File: src/rtl/vga_sync.sv
// VGA timing generator: divides clk down to a pixel enable and runs the
// horizontal/vertical scan counters that drive sync, blanking and pixel coordinates.
module vga_sync #(
  parameter int H_DISPLAY = 640,
  parameter int H_FRONT   = 16,
  parameter int H_SYNC    = 96,
  parameter int H_BACK    = 48,
  parameter int V_DISPLAY = 480,
  parameter int V_FRONT   = 10,
  parameter int V_SYNC    = 2,
  parameter int V_BACK    = 33,
  parameter int CLK_DIV   = 2
) (
  input  logic       clk,
  input  logic       rstn,
  output logic       p_tick,
  output logic [9:0] pixel_x,
  output logic [9:0] pixel_y,
  output logic       video_on,
  output logic       hsync,
  output logic       vsync,
  output logic       frame_tick
);

  localparam int H_TOTAL = H_DISPLAY + H_FRONT + H_SYNC + H_BACK;
  localparam int V_TOTAL = V_DISPLAY + V_FRONT + V_SYNC + V_BACK;
  localparam int DW      = $clog2(CLK_DIV);

  localparam logic [DW-1:0] DIV_LAST = DW'(CLK_DIV - 1);
  localparam logic [9:0] H_LAST   = 10'(H_TOTAL - 1);
  localparam logic [9:0] V_LAST   = 10'(V_TOTAL - 1);
  localparam logic [9:0] H_VIS    = 10'(H_DISPLAY);
  localparam logic [9:0] V_VIS    = 10'(V_DISPLAY);
  localparam logic [9:0] HS_START = 10'(H_DISPLAY + H_FRONT);
  localparam logic [9:0] HS_END   = 10'(H_DISPLAY + H_FRONT + H_SYNC - 1);
  localparam logic [9:0] VS_START = 10'(V_DISPLAY + V_FRONT);
  localparam logic [9:0] VS_END   = 10'(V_DISPLAY + V_FRONT + V_SYNC - 1);

  logic [DW-1:0] div_q, div_d;
  logic [9:0]    h_q, h_d;
  logic [9:0]    v_q, v_d;
  logic          hsync_q, hsync_d;
  logic          vsync_q, vsync_d;
  logic          h_last, v_last;

  always_comb begin
    p_tick = (div_q == DIV_LAST);
    h_last = (h_q == H_LAST);
    v_last = (v_q == V_LAST);
    div_d  = p_tick ? '0 : div_q + 1'b1;
    h_d    = h_q;
    v_d    = v_q;
    if (p_tick) begin
      h_d = h_last ? '0 : h_q + 10'd1;
      if (h_last) v_d = v_last ? '0 : v_q + 10'd1;
    end
    // Syncs decode the next counter values so the registered outputs line up
    // with the counters on the same edge.
    hsync_d = !((h_d >= HS_START) && (h_d <= HS_END));
    vsync_d = !((v_d >= VS_START) && (v_d <= VS_END));
  end

  always_ff @(posedge clk or negedge rstn) begin
    if (!rstn) begin
      div_q   <= '0;
      h_q     <= '0;
      v_q     <= '0;
      hsync_q <= 1'b1;
      vsync_q <= 1'b1;
    end else begin
      div_q   <= div_d;
      h_q     <= h_d;
      v_q     <= v_d;
      hsync_q <= hsync_d;
      vsync_q <= vsync_d;
    end
  end

  assign pixel_x    = h_q;
  assign pixel_y    = v_q;
  assign video_on   = (h_q < H_VIS) && (v_q < V_VIS);
  assign hsync      = hsync_q;
  assign vsync      = vsync_q;
  assign frame_tick = p_tick && h_last && v_last;

endmodule

File: config.mk
export PLATFORM = sky130hd
export DESIGN_NAME = vga_sync
export DESIGN_NICKNAME = d
export VERILOG_FILES = /design/src/rtl/vga_sync.sv
export SDC_FILE = /design/constraint.sdc
export NUM_CORES = 1
export LEC_CHECK = 0
export CAP_MARGIN = 20
export CORE_ASPECT_RATIO = 0.7
export CORE_MARGIN = 3
export CORE_UTILIZATION = 45
export CTS_BUF_LIST = sky130_fd_sc_hd__clkbuf_4 sky130_fd_sc_hd__clkbuf_8
export DETAILED_ROUTE_END_ITERATION = 10
export PLACE_DENSITY_LB_ADDON = 0.25
export SYNTH_ARGS = -nofsm -noshare
export SYNTH_HDL_FRONTEND = slang
export SYNTH_SLANG_ARGS = --single-unit
File: constraint.sdc
create_clock -name clk -period 2.42 [get_ports clk]
set_clock_uncertainty 0.05 [all_clocks]
set_input_delay 0.484 -clock clk [delete_from_list [all_inputs] [get_ports clk]]
set_output_delay 0.484 -clock clk [all_outputs]
set_load 0.02 [all_outputs]
==> flow_summary.toml <==
[global_route]
first_global_vias = 1215
antenna_found_initial = 0
track_usage = 0.203
grt_pass1_wl_mm = 5.84
grt.overflow.total = 0
grt_max_degree = 24

[clocking]
clock_latency_ps = 260
htree_levels = 1
path_clk_slew_ps = 80
cts_sinks = 23
cts_tree = "yes"
root_buffer = "clkbuf_8"
clk_path_buf_depth = 2
cts_setup_buffers = 0
numCtsBuffers = 3

[critical_path]
path_class = "reg2reg"
worstReg2RegEnd = "vsync$_DFF_PN1_"
required_ps = 2550
r2r_slack_ps = 110
r2r_cells = 6
start_kind = "flip-flop"
slowest_delay_ps = 510
cpMaxStageDelayCell = "or4b_1"
r2r_start = "pixel_x[5]$_DFF_PN0_"
path_cells = "or3b_4 > or3_4 > buf_4 > or4b_1 > a211oi_2 > nand4_1"
endpoint_kind = "flip-flop"
path_max_fanout = 4
worstPathArrival_ps = 2440

[power]
ir_drop_mv = 0.209
pwr-share-clk = 0.388
power_density_mw_per_mm2 = 340
intPower_w = 0.000515
p_comb_frac = 0.016
p_leak_nw = 0.784
p_seq_frac = 0.596
power_switching_w = 0.000129
power_switching_share = 0.200

[die]
initial_core_util = 0.505
die_y_um = 51.6
die_x_um = 71.2
std_cell_rows = 15
core_sq_mm = 0.00265
die_area_sq_mm = 0.00367
design.portCount = 27

[synth]
async_reset_ff_frac = 1.00
synth_top_cell_by_area = "dfrtp_1"
synth_top_area_frac = 0.393
yosysWarnings = 0
synth_cells = 149
synth_area_leaders = "dfrtp_1 39%, nand2_1 5.6%, dfstp_2 3.9%"
syn_avg_cell_area_sq_um = 8.98
yosysSeqAreaShare = 0.432
netlist_area_sq_mm = 0.00134
synth_edf_count = 0
syn_nets = 154
synth-seq-cells = 23
ys_types = 42
synth_flop_cell = "dfrtp_1"

[timing]
post-route-period-util = 0.955
fin_setup_tns_ps = 0
period_needed_ps = 2310
fmax_ghz = 0.433
worst_pin_slew_ps = 887
rsz0062_at_grt = "no"
slew_headroom = 0.403
hold_viol = 0
finalSetupViolCount = 0
drv_slew = 0

[job]
cap_violations = 0

[cells_and_area]
final_common_cell = "buf_4"
finalNonFillerCells = 238
drive_above_1_share = 0.211
antenna_cells = 0
fin_util = 0.717
nets = 210
syn_to_final_growth_pct = 41.8
fill_cells = 205
final_cell_mix = "31 x buf_4, 25 x clkdlybuf4s50_1, 21 x dfrtp_1"

[place]
numPlacedInstances = 234
io_buffers = 26
place_hpwl_mm = 2.73
place.gp.congestion = 0.975

[routing]
vias_per_cell = 5.75
routed_wl_mm = 3.63
first_pass_iters = 4
drt_iter0_markers = 166
drc = 0
vias = 1369
ant_nets = 0
post_drt_wl_per_cell_um = 15.2

[min_path]
hold_path.class = "in2async"

[outcome]
status = "completed"
==> Yosys cell counts, drive strengths merged, types with 2 or more instances <==
library cell,n
xor2,5
o21ai,9
clkbuf,4
ha,3
dfrtp,21
nand4,8
nor4,4
o2bb2ai,2
nand4b,2
a31oi,2
mux2i,2
xnor2,5
and3,3
dfstp,2
or4b,2
or3,2
o211ai,2
nor3,8
nand3,7
buf,2
inv,8
nand2,20
nor2,9
==> power groups by stage <==
stage / Combinational, W / Clock [W] / Sequential, W
after floorplan: 0.000000000218 / 0 / 0.000392
after global placement: 0.0000105 / 0 / 0.000392
after detailed placement: 0.0000109 / 0 / 0.000392
after CTS: 0.0000107 / 0.000255 / 0.000384
after global routing: 0.0000119 / 0.000272 / 0.000384
final: 0.0000100 / 0.000250 / 0.000384
==> logic make-up after synthesis <==
kind of cell    count (synthesis)  synth area share
fa+ha+maj                       3            0.0281
buf+inv                        14            0.0412
flops                          23             0.432
simple gates                   72             0.293
xor+xnor                       10            0.0655
compound gates                 25             0.125
mux                             2            0.0150
==> registers in the layout (all words and copies together) (netlist names) <==
signal / count
pixel_x: 10
pixel_y: 10
hsync: 1
p_tick: 1
vsync: 1
==> critical path: cells and delay by family, from the launching register on <==
family                 cells  cell delay [ps]
AND/OR/NAND/NOR            4             1440
flip-flops                 1              390
AO/OA/AOI/OAI              1              200
buffers and inverters      1              150
==> cell type report <==
| cell class | count | area (sq um) | share of cell area |
|---|---|---|---|
| multi-input cells | 112 | 709 | 0.374 |
| clock buffers | 4 | 48.8 | 0.0257 |
| repair buffers | 57 | 488 | 0.257 |
| well taps | 34 | 42.5 | 0.0224 |
| flip-flops and latches | 23 | 578 | 0.305 |
| inverters | 8 | 30.0 | 0.0158 |
==> metal layers <==
layer  share of wire  wire length, um  track usage
met1            0.46             1680        0.287
met2            0.44             1600        0.317
met3           0.096              348       0.0598
met4               0                0       0.0281
met5               0                0            0
==> worst max-delay path by stage <==
stage / start / end / depth (start not counted)
3_5_place_dp: pixel_y[0]$_DFF_PN0_ / frame_tick / 6
6_report: pixel_x[5]$_DFF_PN0_ / vsync$_DFF_PN1_ / 6
5_1_grt: pixel_y[0]$_DFF_PN0_ / frame_tick / 6
2_1_floorplan: pixel_x[5]$_DFF_PN0_ / vsync$_DFF_PN1_ / 6
4_1_cts: pixel_y[0]$_DFF_PN0_ / frame_tick / 6
3_3_place_gp: pixel_x[5]$_DFF_PN0_ / frame_tick / 4
==> stage by stage <==
step | setup slack (ps) | power (W) | hold WS [ps] | area, sq um
floorplan | 18.3 | 0.000392 | 138 | 1340
global placement | 32.5 | 0.000402 | 516 | 1850
detailed placement | 1.92 | 0.000402 | 532 | 1850
CTS | 8.13 | 0.000650 | 527 | 1900
global route | 22.0 | 0.000668 | 542 | 1900
finish | 109 | 0.000644 | 517 | 1900
==> timing repair <==
item | 4_1_cts | 5_1_grt
setup endpoints to repair | 1 | 2
resized for setup | 2 | 2
hold buffers | 0 | 0
pin swaps | 0 | 1
Power figures use the tool's default switching activity.
